$ cat src/rtl/clock_set_controller_if.sv
// clock_set_controller_if: key/tick inputs, counter carries and counter strobes of the set controller.
interface clock_set_controller_if;
  logic       i_tick;
  logic       i_mode;
  logic       i_inc;
  logic       i_dec;
  logic       i_sec_carry;
  logic       i_min_carry;
  logic       o_sec_up;
  logic       o_sec_down;
  logic       o_min_up;
  logic       o_min_down;
  logic       o_hour_up;
  logic       o_hour_down;
  logic [1:0] o_state;
  logic       o_blank;
  modport master (
    output i_tick, i_mode, i_inc, i_dec, i_sec_carry, i_min_carry,
    input  o_sec_up, o_sec_down, o_min_up, o_min_down, o_hour_up, o_hour_down, o_state, o_blank
  );
  modport slave (
    input  i_tick, i_mode, i_inc, i_dec, i_sec_carry, i_min_carry,
    output o_sec_up, o_sec_down, o_min_up, o_min_down, o_hour_up, o_hour_down, o_state, o_blank
  );
endinterface

$ cat src/rtl/clock_set_controller.sv
// clock_set_controller: RUN/set-mode sequencer driving the sec/min/hour counter chain.
// Define AUTO_REPEAT_EN to build held-key auto-repeat in the set modes.
module clock_set_controller #(
  parameter int REPEAT_DLY = 50_000_000,
  parameter int REPEAT_PER = 10_000_000,
  parameter int BLINK_HALF = 25_000_000
) (
  input logic                   i_clk,
  input logic                   i_rstn,
  clock_set_controller_if.slave bus
);
  typedef enum logic [1:0] {RUN = 2'd0, SET_HOUR = 2'd1, SET_MIN = 2'd2, SET_SEC = 2'd3} state_e;
  localparam int BW = BLINK_HALF > 1 ? $clog2(BLINK_HALF) : 1;
  if (REPEAT_DLY < 1 || REPEAT_PER < 1 || BLINK_HALF < 1) begin : g_bad_cfg
    $error("clock_set_controller: REPEAT_DLY, REPEAT_PER and BLINK_HALF must be >= 1");
  end
  state_e          state_q, state_d;
  logic            mode_q, inc_q, dec_q;
  logic            sec_up_q, sec_up_d, sec_dn_q, sec_dn_d;
  logic            min_up_q, min_up_d, min_dn_q, min_dn_d;
  logic            hour_up_q, hour_up_d, hour_dn_q, hour_dn_d;
  logic            prop_q, prop_d;
  logic [BW-1:0]   blink_q, blink_d;
  logic            phase_q, phase_d;
  logic            mode_ev, inc_ev, dec_ev, set_mode;
  logic            rpt_fire, step_up, step_dn, edit;
  assign mode_ev  = bus.i_mode & ~mode_q;
  assign inc_ev   = bus.i_inc & ~inc_q;
  assign dec_ev   = bus.i_dec & ~dec_q;
  assign set_mode = state_q != RUN;
`ifdef AUTO_REPEAT_EN
  localparam int RMAX = REPEAT_DLY > REPEAT_PER ? REPEAT_DLY : REPEAT_PER;
  localparam int RW   = RMAX > 1 ? $clog2(RMAX) : 1;
  logic [RW-1:0] rpt_q, rpt_d;
  logic          solo;
  // Down-counter to the next step; reloaded whenever the single-key hold is broken or restarted
  assign solo     = set_mode & (bus.i_inc ^ bus.i_dec);
  assign rpt_fire = solo & ~inc_ev & ~dec_ev & (rpt_q == '0);
  always_comb begin
    rpt_d = (!solo || inc_ev || dec_ev || state_d != state_q) ? RW'(REPEAT_DLY - 1) :
            rpt_fire ? RW'(REPEAT_PER - 1) : rpt_q - RW'(1);
  end
  always_ff @(posedge i_clk or negedge i_rstn) begin
    if (!i_rstn) rpt_q <= '0;
    else rpt_q <= rpt_d;
  end
`else
  assign rpt_fire = 1'b0;
`endif
  assign step_up = set_mode & (inc_ev | (rpt_fire & bus.i_inc));
  assign step_dn = set_mode & (dec_ev | (rpt_fire & bus.i_dec));
  assign edit    = step_up | step_dn;
  always_comb begin
    state_d   = mode_ev ? state_e'(state_q + 2'd1) : state_q;
    prop_d    = (state_q == RUN) & bus.i_tick;
    sec_up_d  = ((state_q == RUN) & bus.i_tick) | ((state_q == SET_SEC) & step_up);
    sec_dn_d  = (state_q == SET_SEC) & step_dn;
    min_up_d  = (state_q == SET_MIN) & step_up;
    min_dn_d  = (state_q == SET_MIN) & step_dn;
    hour_up_d = (state_q == SET_HOUR) & step_up;
    hour_dn_d = (state_q == SET_HOUR) & step_dn;
    blink_d   = '0;
    phase_d   = 1'b0;
    if (set_mode && !edit && state_d == state_q) begin
      blink_d = (blink_q == BW'(BLINK_HALF - 1)) ? '0 : blink_q + BW'(1);
      phase_d = (blink_q == BW'(BLINK_HALF - 1)) ? ~phase_q : phase_q;
    end
  end
  always_ff @(posedge i_clk or negedge i_rstn) begin
    if (!i_rstn) begin
      state_q   <= RUN;
      mode_q    <= 1'b0;
      inc_q     <= 1'b0;
      dec_q     <= 1'b0;
      sec_up_q  <= 1'b0;
      sec_dn_q  <= 1'b0;
      min_up_q  <= 1'b0;
      min_dn_q  <= 1'b0;
      hour_up_q <= 1'b0;
      hour_dn_q <= 1'b0;
      prop_q    <= 1'b0;
      blink_q   <= '0;
      phase_q   <= 1'b0;
    end else begin
      state_q   <= state_d;
      mode_q    <= bus.i_mode;
      inc_q     <= bus.i_inc;
      dec_q     <= bus.i_dec;
      sec_up_q  <= sec_up_d;
      sec_dn_q  <= sec_dn_d;
      min_up_q  <= min_up_d;
      min_dn_q  <= min_dn_d;
      hour_up_q <= hour_up_d;
      hour_dn_q <= hour_dn_d;
      prop_q    <= prop_d;
      blink_q   <= blink_d;
      phase_q   <= phase_d;
    end
  end
  // Carries ripple combinationally so all three fields step on the same edge
  assign bus.o_sec_up    = sec_up_q;
  assign bus.o_sec_down  = sec_dn_q;
  assign bus.o_min_up    = min_up_q | (prop_q & bus.i_sec_carry);
  assign bus.o_min_down  = min_dn_q;
  assign bus.o_hour_up   = hour_up_q | (prop_q & bus.i_min_carry);
  assign bus.o_hour_down = hour_dn_q;
  assign bus.o_state     = state_q;
  assign bus.o_blank     = phase_q & set_mode;
endmodule

$ cat src/flat_wrapper.sv
// flat-port wrapper written by rule: the top's interface ports become plain ports
module clock_set_controller_flat 
#(
  parameter int REPEAT_DLY = 50_000_000,
  parameter int REPEAT_PER = 10_000_000,
  parameter int BLINK_HALF = 25_000_000
)
  (i_clk, i_rstn, bus_i_tick, bus_i_mode, bus_i_inc, bus_i_dec, bus_i_sec_carry, bus_i_min_carry, bus_o_sec_up, bus_o_sec_down, bus_o_min_up, bus_o_min_down, bus_o_hour_up, bus_o_hour_down, bus_o_state, bus_o_blank);
  clock_set_controller_if bus_i ();
  input logic i_clk;
  input logic i_rstn;
  input wire logic [$bits(bus_i.i_tick)-1:0] bus_i_tick;
  input wire logic [$bits(bus_i.i_mode)-1:0] bus_i_mode;
  input wire logic [$bits(bus_i.i_inc)-1:0] bus_i_inc;
  input wire logic [$bits(bus_i.i_dec)-1:0] bus_i_dec;
  input wire logic [$bits(bus_i.i_sec_carry)-1:0] bus_i_sec_carry;
  input wire logic [$bits(bus_i.i_min_carry)-1:0] bus_i_min_carry;
  output wire logic [$bits(bus_i.o_sec_up)-1:0] bus_o_sec_up;
  output wire logic [$bits(bus_i.o_sec_down)-1:0] bus_o_sec_down;
  output wire logic [$bits(bus_i.o_min_up)-1:0] bus_o_min_up;
  output wire logic [$bits(bus_i.o_min_down)-1:0] bus_o_min_down;
  output wire logic [$bits(bus_i.o_hour_up)-1:0] bus_o_hour_up;
  output wire logic [$bits(bus_i.o_hour_down)-1:0] bus_o_hour_down;
  output wire logic [$bits(bus_i.o_state)-1:0] bus_o_state;
  output wire logic [$bits(bus_i.o_blank)-1:0] bus_o_blank;
  assign bus_i.i_tick = bus_i_tick;
  assign bus_i.i_mode = bus_i_mode;
  assign bus_i.i_inc = bus_i_inc;
  assign bus_i.i_dec = bus_i_dec;
  assign bus_i.i_sec_carry = bus_i_sec_carry;
  assign bus_i.i_min_carry = bus_i_min_carry;
  assign bus_o_sec_up = bus_i.o_sec_up;
  assign bus_o_sec_down = bus_i.o_sec_down;
  assign bus_o_min_up = bus_i.o_min_up;
  assign bus_o_min_down = bus_i.o_min_down;
  assign bus_o_hour_up = bus_i.o_hour_up;
  assign bus_o_hour_down = bus_i.o_hour_down;
  assign bus_o_state = bus_i.o_state;
  assign bus_o_blank = bus_i.o_blank;
  clock_set_controller #(.REPEAT_DLY(REPEAT_DLY), .REPEAT_PER(REPEAT_PER), .BLINK_HALF(BLINK_HALF)) u_core (.i_clk(i_clk), .i_rstn(i_rstn), .bus(bus_i));
endmodule
$ cat config.mk
export PLATFORM = sky130hd
export DESIGN_NAME = clock_set_controller_flat
export DESIGN_NICKNAME = d
export VERILOG_FILES = /design/src/rtl/clock_set_controller_if.sv /design/src/rtl/clock_set_controller.sv /design/src/flat_wrapper.sv
export SDC_FILE = /design/constraint.sdc
export NUM_CORES = 1
export LEC_CHECK = 0
export CAP_MARGIN = 20
export CORE_MARGIN = 10
export CORE_UTILIZATION = 56
export DETAILED_ROUTE_END_ITERATION = 10
export GPL_ROUTABILITY_DRIVEN = 0
export PLACE_DENSITY = 0.78
export SLEW_MARGIN = 5
export SYNTH_ARGS = -nofsm -noshare
export SYNTH_HDL_FRONTEND = slang
export SYNTH_SLANG_ARGS = --single-unit
$ cat constraint.sdc
create_clock -name i_clk -period 2.5 [get_ports i_clk]
set_clock_uncertainty 0.15 [all_clocks]
set_input_delay 0.5 -clock i_clk [delete_from_list [all_inputs] [get_ports i_clk]]
set_output_delay 0.5 -clock i_clk [all_outputs]
set_load 0.03 [all_outputs]
After elaboration in Yosys (flattened, before gate mapping). Cells that the tools add are included.

Flip-flop bits (word level): 38. Output and inout port bits: 9. Input bits: 8.

Bitwise gates (word level): 23. Reduce and logical (&&, ||, !) cells: 5. Add/sub/neg operators: 2. Muxes and demuxes: 5. Equal/unequal tests: 6.

Operators with widths (count): $mux 25 (2); $add 25x1->25 const B (1); $eq 25x25->1 const B (1); $and 1x1->1 (15); $eq 2x2->1 const B (2); $not 1->1 (4); $or 1x1->1 (4); $add 2x1->2 const B (1); $eq 2x1->1 const B (1); $eq 2x2->1 (1); $logic_and 1x1->1 (2); $logic_not 2->1 (1); $mux 1 (2); $mux 2 (1); $ne 2x2->1 const B (1); $reduce_bool 2->1 (1); $logic_not 1->1 (1).

Longest topological paths before layout.
Word-level depth: 8. Mapped depth: 6.

Least setup slack after synthesis. Ideal clock, no wire load.

Kind: register to register. Start point: register u_core.blink_q[0]. End point: register u_core.blink_q[24]. Data required time: 2.256 ns. Arrival: 1.870 ns. Cell stages (with the launch flop): 7. Setup slack: 0.386 ns. Clock period less this slack: 2.114 ns. Cell sequence: dfrtp_1 > ha_1 > nand4_1 > or4_1 > clkbuf_1 > or3_1 > a211oi_1.

Word-level cells in the longest chain between the ends: 3. Elaborated cells on any way between the ends: 4.

Ends and longest elaborated chain: from (decl) (line clock_set_controller.sv:23) `logic [BW-1:0] blink_q, blink_d;`; from (signal assigned) (line clock_set_controller.sv:96) `blink_q <= blink_d;`; $add 25x1->25 or $eq 25x25->1 (tied branches) (line clock_set_controller.sv:65) `blink_d = (blink_q == BW'(BLINK_HALF - 1)) ? '0 : blink_q + BW'(1);`; $mux 25 * (line clock_set_controller.sv:65); $mux 25 * (line clock_set_controller.sv:64) `if (set_mode && !edit && state_d == state_q) begin`; named net u_core.blink_d[24] (line clock_set_controller.sv:23).

The timed path passes the listed nets; every way through them passes the cells marked *. A chain may end at the register's enable or synchronous reset.

Final worst setup path.
Start point: input port bus_i_min_carry. End point: output port bus_o_hour_up.

Word-level cells in the longest chain between the ends: 2.

Ends and longest elaborated chain: from (decl) (line flat_wrapper.sv:17) `input wire logic [$bits(bus_i.i_min_carry)-1:0] bus_i_min_carry;`; $and 1x1->1 (line clock_set_controller.sv:105) `assign bus.o_hour_up = hour_up_q | (prop_q & bus.i_min_carry);`; $or 1x1->1 (line clock_set_controller.sv:105); to (decl) (line flat_wrapper.sv:22) `output wire logic [$bits(bus_i.o_hour_up)-1:0] bus_o_hour_up;`.

Every way passes these cells.

==> flow_summary.yaml <==
timing:
  fin_crit_sh: 0.960
  setup_viol: 0
  hold-worst-slack_ps: 64.6
  timing.fmax_mhz: 417
  worstMarginPinSlew_ps: 818
  hold_violations: 0
  final_max_slew_viol_count: 0
  rsz0062_at_grt: "false"
  setup_tns_ps: 0
  relSlewSlack: 0.454
  fin_crit_ps: 2400
pwr:
  p_sw_mw: 0.470
  cellLeakagePower_nw: 0.857
  power_frac_seq: 0.442
  swShare: 0.296
  power_frac_clock: 0.331
  cellPowerDensity_nw_per_um2: 733
  intPower_mw: 1.12
  p_comb_frac: 0.227
  power.total_mw: 1.59
  peakVddDrop_mv: 0.470
drt:
  final_antenna_net_count: 0
  dr_total_vias: 1427
  drt-vias-per-instance: 5.85
  first_pass_iters: 4
  finalWirelength_um: 3920
  drc_errors: 0
  routedWlPerCell_um: 16.1
  initialDrtViolationCount: 188
critical_path:
  ff2ff_setup_slack_ps: 100
  r2r_end: "u_core.blink_q[23]"
  critPathMaxFanout: 1
  endpoint_kind: "primary output"
  critPathKind: "input port to primary output"
  critical_path.endpoint: "bus_o_hour_up"
  startpoint: "bus_i_min_carry"
  reg2reg_from: "u_core.blink_q[10]"
  ff2ff_path_depth: 4
  crit_arrival_ps: 1750
  cp-start-kind: "input port"
  critPathRequiredTime_ps: 1850
floorplan:
  die_area_sq_um: 6010
  die_y_um: 77.5
  ios: 17
  floorplan.core_area_sq_um: 3100
  initial_core_util: 0.597
  fp.dieW_um: 77.5
  rows: 20
grt:
  grt_max_degree: 39
  grt_pass1_vias: 1397
  overflow: 0
  grt_usage: 0.138
  grt_pass1_wl_um: 6730
  antenna_found_initial: 0
clocking:
  cts_hold_buf: 0
  clock_path_buffers: 2
  clk_latency_ps: 350
  htree_num_levels: 2
  cts_resized: 1
  clock-sinks: 38
  root_buffer: "clkbuf_4"
  clkTransAtPathRegs_ps: 120
  post_cts_buffers: 0
  cts_tree: "built"
  cts_buffers: 5
run_status:
  outcome: "finished clean"
place:
  portBuffers: 16
  dp_hpwl_um: 2780
logic_synthesis:
  yosysSeqAreaShare: 0.513
  ys.warnings.count: 0
  synthCells: 178
  synthesis.nets: 191
  ys_ff_latch: 38
  yosys.area.top_type_share: 0.513
  synth.area.top_cells: "dfrtp_1, xnor2_1, a211oi_1, nor3_1, ha_1"
  yosysUniqueCellTypes: 33
  avgSynthCellArea_sq_um: 10.4
  yosys.area.top_type: "dfrtp_1"
  synth_area_sq_um: 1850
cells_and_area:
  num_antenna_cells: 0
  nets: 212
  areaGrowthSynthToFinish_pct: 16.9
  drive_gt1_frac: 0.0850
  fillers: 267
job:
  maxCapViolations: 0
min_path:
  hold_path_class: "input port to asynchronous set/reset pin"
-- metal layers --
layer,vias up,global-route usage,share of wire
li1,692,-,-
met1,698,0.169,0.43
met2,29,0.223,0.51
met3,8,0.0380,0.041
met4,0,0.0602,0.015
met5,-,0,0
-- stage by stage --
step	area, sq um	instances	util	setup slack, ps
floorplan	1850	178	-	386
global placement	2060	236	0.664	131
detailed placement	2060	236	0.664	90.1
CTS	2170	244	0.698	67.7
global route	2170	244	0.698	2.41
finish	2170	244	0.698	101
-- layout make-up --
cell class	instances	area (sq um)	share of cell area
clock buffer	5	37.5	0.0173
clock inverter	3	68.8	0.0318
inverter	5	18.8	0.00867
multi-input combinational	129	851	0.393
sequential	38	951	0.439
tap	44	55.1	0.0254
timing repair buffer	20	184	0.0849
-- cell usage after synthesis --
| cell | number |
|---|---|
| nor4bb_1 | 2 |
| inv_1 | 5 |
| nand2_1 | 8 |
| nor2_1 | 10 |
| a21oi_1 | 1 |
| a211oi_1 | 10 |
| nand4_1 | 6 |
| nor3b_1 | 1 |
| ha_1 | 5 |
| xnor2_1 | 12 |
| a21o_1 | 2 |
| xor2_1 | 2 |
| nand3b_1 | 1 |
| and2_1 | 2 |
| nand2b_1 | 5 |
| nand3_2 | 1 |
| nand4_4 | 1 |
| nor2b_1 | 2 |
| and4_1 | 1 |
| o21bai_1 | 1 |
| clkbuf_1 | 3 |
| or4_1 | 4 |
| buf_6 | 1 |
| or3_1 | 8 |
| buf_2 | 2 |
| and3_1 | 2 |
| o21ai_0 | 8 |
| nand3_1 | 9 |
| o31ai_1 | 4 |
| nor3_1 | 14 |
| dfrtp_1 | 38 |
| nor4_1 | 5 |
| or4_2 | 2 |
-- registers in the layout (all words and copies together) (netlist names) --
signal	cells
u_core.bus.o_min_down	1
u_core.bus.o_sec_up	1
u_core.mode_q	1
u_core.blink_q	25
u_core.inc_q	1
u_core.bus.o_state	2
u_core.bus.o_sec_down	1
u_core.min_up_q	1
u_core.dec_q	1
u_core.hour_up_q	1
u_core.phase_q	1
u_core.prop_q	1
u_core.bus.o_hour_down	1
-- cell families (layout without fill, tap and decap cells) --
| logic type | after synthesis | in the layout | synth area share |
|---|---|---|---|
| xor gates and xnor gates | 14 | 14 | 0.0662 |
| AOI/OAI and AO/OA | 26 | 26 | 0.0932 |
| adders and majority gates | 5 | 5 | 0.0338 |
| buffers and inverters | 11 | 33 | 0.0277 |
| and+or+nand+nor | 84 | 84 | 0.266 |
| DFF | 38 | 38 | 0.513 |
-- critical path, cell delays in order --
cell,delay [ps]
clkdlybuf4s50_1,460
a21o_1,120
clkdlybuf4s50_1,670
-- power groups by stage --
stage | combinational, mW | sequential [mW] | clock, mW
CTS | 0.366 | 0.702 | 0.531
floorplan | 0.169 | 0.763 | 0
global placement | 0.357 | 0.708 | 0
detailed placement | 0.365 | 0.713 | 0
global route | 0.397 | 0.712 | 0.564
finish | 0.361 | 0.701 | 0.525
-- cells in the final DEF (no fill, tap or decap), drive strengths merged, types with 6 or more instances in the layout --
cell / instances
nor3: 14
nand4: 7
nand2: 8
a211oi: 10
xnor2: 12
clkdlybuf4s50: 14
or4: 6
nor2: 10
nand3: 10
or3: 8
dfrtp: 38
o21ai: 8
-- worst min path at each step --
stage	startpoint	slack (ps)	to
final	i_rstn	60	u_core.inc_q
after global routing	i_rstn	120	u_core.blink_q[23]
after CTS	i_rstn	100	u_core.blink_q[20]
after detailed placement	u_core.blink_q[0]	370	u_core.blink_q[0]
after global placement	u_core.blink_q[0]	360	u_core.blink_q[0]
after floorplan	i_rstn	50	u_core.blink_q[0]
(Power assumes the default switching activity.)
